$ cat src/rtl/entry_pkg.sv
// Shared definitions for the entry-gate authentication stage: key codes,
// PIN geometry and the controller state encoding.
package entry_pkg;
  localparam int PIN_DIGITS = 4;
  localparam int PIN_W      = 4 * PIN_DIGITS;

  localparam logic [3:0] KEY_ENTER = 4'hA;
  localparam logic [3:0] KEY_CLEAR = 4'hB;

  typedef enum logic [2:0] {
    IDLE,
    GET_FLAT,
    GET_PIN,
    CHECK,
    REPORT,
    LOCKED
  } state_t;
endpackage

$ cat src/rtl/pwd_table.sv
// Per-flat PIN store: async read, sync write, out-of-range writes dropped.
module pwd_table
  import entry_pkg::*;
#(
  parameter int N  = 16,
  parameter int FW = $clog2(N) + 1
) (
  input  logic             clk,
  input  logic             rst_n,
  input  logic             wr_en,
  input  logic [FW-1:0]    wr_addr,
  input  logic [PIN_W-1:0] wr_data,
  input  logic [FW-1:0]    rd_addr,
  output logic [PIN_W-1:0] rd_data
);
  logic [PIN_W-1:0] mem [0:N];

  always_ff @(posedge clk or negedge rst_n) begin
    if (!rst_n) begin
      for (int i = 0; i <= N; i++) mem[i] <= '0;
    end else if (wr_en && (wr_addr <= FW'(N))) begin
      mem[wr_addr] <= wr_data;
    end
  end

  assign rd_data = (rd_addr <= FW'(N)) ? mem[rd_addr] : '0;
endmodule

$ cat src/rtl/entry_auth_fsm.sv
// Keypad entry controller: collects flat number and PIN, checks against the
// password table, reports one auth_valid pulse per attempt, locks out on repeated failures.
module entry_auth_fsm
  import entry_pkg::*;
#(
  parameter int N              = 16,
  parameter int FW             = $clog2(N) + 1,
  parameter int MAX_TRIES      = 3,
  parameter int LOCK_CYCLES    = 1000,
  parameter int TIMEOUT_CYCLES = 5000
) (
  input  logic             clk,
  input  logic             rst_n,
  input  logic             key_valid,
  input  logic [3:0]       key_code,
  input  logic             pwd_wr_en,
  input  logic [FW-1:0]    pwd_wr_addr,
  input  logic [PIN_W-1:0] pwd_wr_data,
  output logic [FW-1:0]    flat_number,
  output logic             pwd_flag,
  output logic             auth_valid,
  output logic             locked,
  output logic             busy
);
  localparam int FAIL_W = $clog2(MAX_TRIES + 1);
  localparam int LOCK_W = $clog2(LOCK_CYCLES);
  localparam int TO_W   = $clog2(TIMEOUT_CYCLES);
  localparam int CNT_W  = $clog2(PIN_DIGITS + 1);

  state_t            state, nxt;
  logic [FW-1:0]     acc, acc_base, acc_step;
  logic [FW+3:0]     acc_wide;
  logic [PIN_W-1:0]  pin, tbl_pin;
  logic [CNT_W-1:0]  dcnt;
  logic [FAIL_W-1:0] fails;
  logic [LOCK_W-1:0] lock_tmr;
  logic [TO_W-1:0]   to_tmr;

  logic is_digit, is_enter, is_clear, in_session, timed_out, lock_done;
  logic flat_bad, pin_full, pin_ok;

  assign is_digit   = key_valid && (key_code <= 4'd9);
  assign is_enter   = key_valid && (key_code == KEY_ENTER);
  assign is_clear   = key_valid && (key_code == KEY_CLEAR);
  assign in_session = (state == GET_FLAT) || (state == GET_PIN);
  assign timed_out  = in_session && !key_valid && (to_tmr == TO_W'(TIMEOUT_CYCLES - 1));
  assign lock_done  = lock_tmr == LOCK_W'(LOCK_CYCLES - 1);
  assign flat_bad   = acc > FW'(N);
  assign pin_full   = dcnt == CNT_W'(PIN_DIGITS);
  assign pin_ok     = pin == tbl_pin;

  // Decimal accumulate; anything past N saturates at N+1 so it stays invalid.
  assign acc_base = (state == IDLE) ? '0 : acc;
  assign acc_wide = (FW+4)'(acc_base) * (FW+4)'(10) + (FW+4)'(key_code);
  assign acc_step = (acc_wide > (FW+4)'(N)) ? FW'(N + 1) : acc_wide[FW-1:0];

  // Async read means CHECK sees the pre-write value on a same-cycle write.
  pwd_table #(.N(N), .FW(FW)) u_tbl (
    .clk     (clk),
    .rst_n   (rst_n),
    .wr_en   (pwd_wr_en),
    .wr_addr (pwd_wr_addr),
    .wr_data (pwd_wr_data),
    .rd_addr (acc),
    .rd_data (tbl_pin)
  );

  always_ff @(posedge clk or negedge rst_n) begin
    if (!rst_n) state <= IDLE;
    else        state <= nxt;
  end

  always_comb begin
    nxt        = state;
    auth_valid = 1'b0;
    locked     = 1'b0;
    busy       = (state != IDLE);
    case (state)
      IDLE:     if (is_digit) nxt = GET_FLAT;
      GET_FLAT: begin
        if (is_clear || timed_out) nxt = IDLE;
        else if (is_enter)         nxt = flat_bad ? REPORT : GET_PIN;
      end
      GET_PIN: begin
        if (is_clear || timed_out) nxt = IDLE;
        else if (is_enter)         nxt = pin_full ? CHECK : REPORT;
      end
      CHECK:    nxt = REPORT;
      REPORT: begin
        auth_valid = 1'b1;
        nxt        = (fails == FAIL_W'(MAX_TRIES)) ? LOCKED : IDLE;
      end
      LOCKED: begin
        locked = 1'b1;
        if (lock_done) nxt = IDLE;
      end
      default:  nxt = IDLE;
    endcase
  end

  always_ff @(posedge clk or negedge rst_n) begin
    if (!rst_n) begin
      acc         <= '0;
      pin         <= '0;
      dcnt        <= '0;
      fails       <= '0;
      lock_tmr    <= '0;
      to_tmr      <= '0;
      flat_number <= '0;
      pwd_flag    <= 1'b0;
    end else begin
      to_tmr   <= (in_session && !key_valid && !timed_out) ? to_tmr + TO_W'(1) : '0;
      lock_tmr <= (state == LOCKED && !lock_done) ? lock_tmr + LOCK_W'(1) : '0;
      case (state)
        IDLE: begin
          acc  <= is_digit ? acc_step : '0;
          pin  <= '0;
          dcnt <= '0;
        end
        GET_FLAT: begin
          if (is_digit) acc <= acc_step;
          else if (is_enter && flat_bad) begin
            fails       <= fails + FAIL_W'(1);
            pwd_flag    <= 1'b0;
            flat_number <= acc;
          end
        end
        GET_PIN: begin
          if (is_digit) begin
            if (!pin_full) begin
              pin  <= {pin[PIN_W-5:0], key_code};
              dcnt <= dcnt + CNT_W'(1);
            end
          end else if (is_enter && !pin_full) begin
            fails       <= fails + FAIL_W'(1);
            pwd_flag    <= 1'b0;
            flat_number <= acc;
          end
        end
        CHECK: begin
          pwd_flag    <= pin_ok;
          fails       <= pin_ok ? '0 : fails + FAIL_W'(1);
          flat_number <= acc;
        end
        LOCKED:  if (lock_done) fails <= '0;
        default: ;
      endcase
    end
  end
endmodule

$ cat config.mk
export PLATFORM = sky130hd
export DESIGN_NAME = entry_auth_fsm
export DESIGN_NICKNAME = d
export VERILOG_FILES = /design/src/rtl/entry_pkg.sv /design/src/rtl/pwd_table.sv /design/src/rtl/entry_auth_fsm.sv
export SDC_FILE = /design/constraint.sdc
export NUM_CORES = 1
export LEC_CHECK = 0
export BUFFER_PORTS_ARGS = -buffer_cell sky130_fd_sc_hd__buf_2
export CAP_MARGIN = 20
export CORE_MARGIN = 2
export CORE_UTILIZATION = 40
export DETAILED_ROUTE_END_ITERATION = 6
export GPL_TIMING_DRIVEN = 0
export PLACE_DENSITY_LB_ADDON = 0.1
export SLEW_MARGIN = 40
export SYNTH_ARGS = -nofsm -noshare
export SYNTH_HDL_FRONTEND = slang
export SYNTH_SLANG_ARGS = --single-unit
export TNS_END_PERCENT = 50
$ cat constraint.sdc
create_clock -name clk -period 6.55 [get_ports clk]
set_clock_uncertainty 0.15 [all_clocks]
set_input_delay 1.31 -clock clk [delete_from_list [all_inputs] [get_ports clk]]
set_output_delay 1.31 -clock clk [all_outputs]
set_load 0.01 [all_outputs]
======== After elaboration in Yosys (flattened, before gate mapping) ========
Index checks and enable logic that the tools add are counted.
word-level totals
  word-level logic and storage cells ...... 142
  input port bits ......................... 29
  output and inout bits ................... 9
  bits in registers ....................... 330
cells by class
  reductions and logical operators ........ 28
  bitwise operators ....................... 2
  mux-type cells .......................... 49
  add/sub/neg operators ................... 5
  magnitude comparators ................... 8
  equality and inequality tests ........... 23
  multiply operators ...................... 1
operators with widths
  kind                     number
  $bwmux W272              1
  $mux W16                 6
  $bmux W16 S5             1
  $demux W16 S5            1
  $mux W5                  8
  $mux W3                  11
  $pmux W16 S2             1
  $pmux W3 S6              1
  $eq A16 B16 Y1           1
  $pmux W5 S3              1
  $ne A2 B2 Y1 const B     7
  $add A13 B1 Y13 const B  1
  $eq A13 B13 Y1 const B   1
  $mux W13                 1
  $ge A6 B6 Y1 const B     2
  $mux W2                  6
  $not A5 Y6               2
  $logic_and A1 B1 Y1      11
  $add A10 B1 Y10 const B  1
  $eq A10 B10 Y1 const B   1
  $le A5 B5 Y1 const B     2
  $mux W10                 1
  $pmux W5 S2              1
  $add A9 B4 Y9            1
  29 further kinds         46

======== Longest topological paths before layout ========
  depth after elaboration ................. 8
  depth in mapped cells ................... 16
  mapped depth without buffers ............ 13

======== Cells and area by module ========
A second synthesis with hierarchy kept.
unflattened totals
  cells, all modules ...................... 1,167
  area total of the unflattened synthesis .. 15,856.5 um2
modules (own cells, without submodules)
  module          seq. area each (um2)  area an instance (um2)  cells each  instances
  pwd_table       6,806.5               12,465.7                825         1
  entry_auth_fsm  1,451.4               3,390.8                 342         1

======== Worst setup path after synthesis ========
OpenSTA, ideal clock, no wires.
  path type ............................... register to register
  from .................................... register acc[1]
  to ...................................... register acc[0]
  buffers on the path ..................... 5
  data arrival time ....................... 2.972 ns
  stages on the path, launching flop included .. 16
  slack ................................... 3.307 ns
  cells stage by stage .................... dfrtp_1 > buf_6 > buf_12 > buf_12 > buf_12 > buf_6 > xnor2_1 > nor2_1 > ha_1 > fa_1 > xor2_1 > nor3_1 > nor3b_1 > a31oi_1 > a211o_1 > o22a_1
between the ends
  word-level cells in the longest chain between the ends .. 7
RTL lines
  element                     line                                          source
  from (decl)                 entry_auth_fsm.sv:31                          logic [FW-1:0] acc, acc_base, acc_step;
  from (signal assigned)      entry_auth_fsm.sv:116                         acc <= is_digit ? acc_step : '0;
  from (signal assigned)      entry_auth_fsm.sv:121                         if (is_digit) acc <= acc_step;
  $mux W5 (*)                 entry_auth_fsm.sv:53                          assign acc_base = (state == IDLE) ? '0 : acc;
  $mul A5 B3 Y8 (*)           entry_auth_fsm.sv:54                          assign acc_wide = (FW+4)'(acc_base) * (FW+4)'(10) + (FW+4)'(key_code);
  $add A9 B4 Y9 (*)           entry_auth_fsm.sv:54
  $gt A9 B5 Y1 (*)            entry_auth_fsm.sv:55                          assign acc_step = (acc_wide > (FW+4)'(N)) ? FW'(N + 1) : acc_wide[FW-1:0];
  $mux W5 (*)                 entry_auth_fsm.sv:55
  $mux W5 (on tied branches)  entry_auth_fsm.sv:121, entry_auth_fsm.sv:116
  $pmux W5 S2 (*)             entry_auth_fsm.sv:114                         case (state)
Every way passes the cells marked *; elsewhere a longest branch is shown, timed or not. The select of a mux whose other input is x is not followed.
A chain may end at the register's enable or synchronous reset.

======== Final worst setup path ========
  from .................................... register acc[3]
  to ...................................... register acc[2]
Same word-level chain as after synthesis.

==> flow_summary_export.csv <==
group,metric,value,unit
drt,routed_wl,44.9,mm
sta,timing_hold_violations_final,0,
setup_path,startpoint_type,"flop",
synth,synth_edf_count,0,
synth,yosys_warnings,0,
drt,dr.pass1.iters,5,
run,maxCapViolations,0,
run_status,run_status,"finished, final reports clean",
setup_path,cp.arrival,4530,ps
cts,cts.path.max_buffers,3,
cts,h-tree-depth,2,
global_route,grt_remaining_overflow,0,
layout,diodes,0,
synth,syn_area,15900,µm²
drt,post_drt_wl_per_cell,24.8,µm
placed_design,io_buffers,37,
sta,rsz0062_at_grt,"false",
layout,fillers,3566,
floorplanning,die_x,203,µm
drt,via_per_inst,5.60,
layout,fin_nets,1307,
placed_design,dp_hpwl,30.0,mm
floorplanning,initial_utilization,40.8,%
cts,clk_pin_slew,60,ps
cts,cts-resized-gates,0,
layout,final_cell_mix,"dfrtp_1 (330), mux2_2 (281), nand2_1 (52)",
synth,yosys_register_bits,330,
layout,final_common_cell,"dfrtp_1",
sta,finalSetupViolCount,0,
floorplanning,rows,72,
global_route,grt_pass1_vias,10491,
cts,cts_setup_buffers,0,
placed_design,gp_congestion,0.823,
drt,drt_iter0_drc,605,
floorplanning,io_pins,38,
drt,drc,0,
synth,postSynthAreaPerCell,13.5,µm²
sta,whs,341,ps
power_and_ir_drop,powerDensity,303,nW/µm²
setup_path,worstSetupPathType,"flop to flop",
synth,ys.flop_type,"dfrtp_1",
power_and_ir_drop,leakage,0.00828,µW
layout,drive_gt1_share,37.2,%
layout,syn_to_final_growth,14.8,%
synth,yosysSeqAreaShare,52.0,%
cts,cts_sinks,330,
sta,fmax,0.236,GHz
global_route,antenna_found_initial,1,
power_and_ir_drop,peakVddDrop,0.159,mV
floorplanning,dieArea,41300,µm²
global_route,grt_usage,22.5,%
sta,max_slew_margin,40.6,%
synth,synthArstFlopShare,100,%
sta,worstMarginPinSlew,892,ps
global_route,grt_max_degree,66,
synth,syn_nets,1221,
setup_path,worstSetupEndpointType,"flop",
layout,final_util,46.8,%
drt,num_vias,10144,
floorplanning,die_y,203,µm
floorplanning,coreArea,38900,µm²
global_route,grt_first_pass_wirelength,68.6,mm
worst_hold_path,hold_path.class,"flop to flop",
sta,fin_crit_sh,64.6,%
cts,cts_made_buffers,40,
cts,clockRootBuffer,"clkbuf_16",
sta,maxSlewViolCount,0,
synth,syn_inst,1179,
layout,multi_input_area,7120,µm²
setup_path,required,6850,ps
sta,period_minus_slack,4230,ps
cts,insertion_delay,570,ps
synth,synth.distinct_cells,70,
drt,antenna_left,0,
setup_path,cp_max_fo,10,
cts,cts_tree,"done",
layout,ff_latch_area,8260,µm²
cts,holdBufCountCts,0,
-- flip-flops by register name (all words and copies together) (netlist names) --
signal	count
u_tbl.mem	272
pin	16
to_tmr	13
lock_tmr	10
acc	5
flat_number	5
dcnt	3
state	3
fails	2
pwd_flag	1
-- metrics by stage --
stage,setup TNS (ps),total power [µW],instances,area [µm²],worst slack [ps]
global route,0,5760,1812,18200,2070
floorplan,0,3070,1179,15900,3310
finish,0,5520,1812,18200,2320
detailed placement,0,3330,1741,16900,2380
global placement,-873710,3290,1734,16700,-2700
CTS,0,5580,1812,18200,2340
-- critical path, cell delays in order, from the launching register on --
cell and delay (ps):
dfrtp_1 390, buf_2 400, buf_2 470, buf_2 460, xnor2_1 170, nor2_1 60, ha_1 270, fa_1 400
a21oi_1 200, nor2_1 60, nor3_1 200, nor3b_1 240, a31oi_1 90, a211o_1 330, o21ai_0 220
-- path summary, 6_finish.rpt --
path                            from        endpoint  slack [ps]  cells past startpoint
max in group asynchronous      rst_n  u_tbl.mem[188]        4470                      4
setup reg to reg              acc[3]          acc[2]        2320                     14
hold / removal             to_tmr[0]       to_tmr[0]         340                      1
setup / recovery              acc[3]          acc[2]        2320                     14
min in group asynchronous      rst_n   u_tbl.mem[81]         480                      1
hold reg to reg            to_tmr[0]       to_tmr[0]         340                      1
-- cells in the mapped netlist (all sizes together) (17+ instances only) --
master | instances | area share, %
inv | 22 | 0.52
mux2 | 281 | 20
nor2 | 48 | 1.2
buf | 28 | 1.4
nand3 | 17 | 0.54
nand2 | 52 | 1.2
dfrtp | 330 | 52
mux4 | 46 | 6.8
a22o | 19 | 1.0
mux2i | 41 | 2.6
xor2 | 20 | 1.1
clkbuf | 53 | 1.3
a21oi | 21 | 0.66
-- cell families after synthesis --
logic type | count (synthesis) | share of synthesized area [%]
muxes | 368 | 29.3
DFF | 330 | 52.0
and+or+nand+nor | 202 | 6.47
AOI/OAI and AO/OA | 128 | 5.99
buffers and inverters | 103 | 3.15
xor gates and xnor gates | 35 | 1.93
adders and majority gates | 13 | 1.12
-- where the power goes --
part	switching, µW	leakage (µW)	total (µW)	internal (µW)
Sequential	160	0.00424	2530	2370
Combinational	321	0.00338	760	439
Clock	889	0.000655	2230	1340
Total	1370	0.00828	5520	4150
-- layout make-up --
type / instances / share of cell area [%]
Buffer: 81 / 2.41
Clock buffer: 58 / 6.54
Clock inverter: 13 / 0.707
Inverter: 22 / 0.453
Multi-Input combinational cell: 746 / 39.1
Sequential cell: 330 / 45.3
Tap cell: 518 / 3.56
Timing Repair Buffer: 44 / 1.91
-- layer usage --
metal,up-vias,track usage (%),wire [µm]
li1,4510,-,-
met5,-,0,7
met3,61,4.15,2010
met1,5384,32.4,21400
met4,2,6.26,973
met2,187,35.0,20400
(Power assumes the default switching activity.)
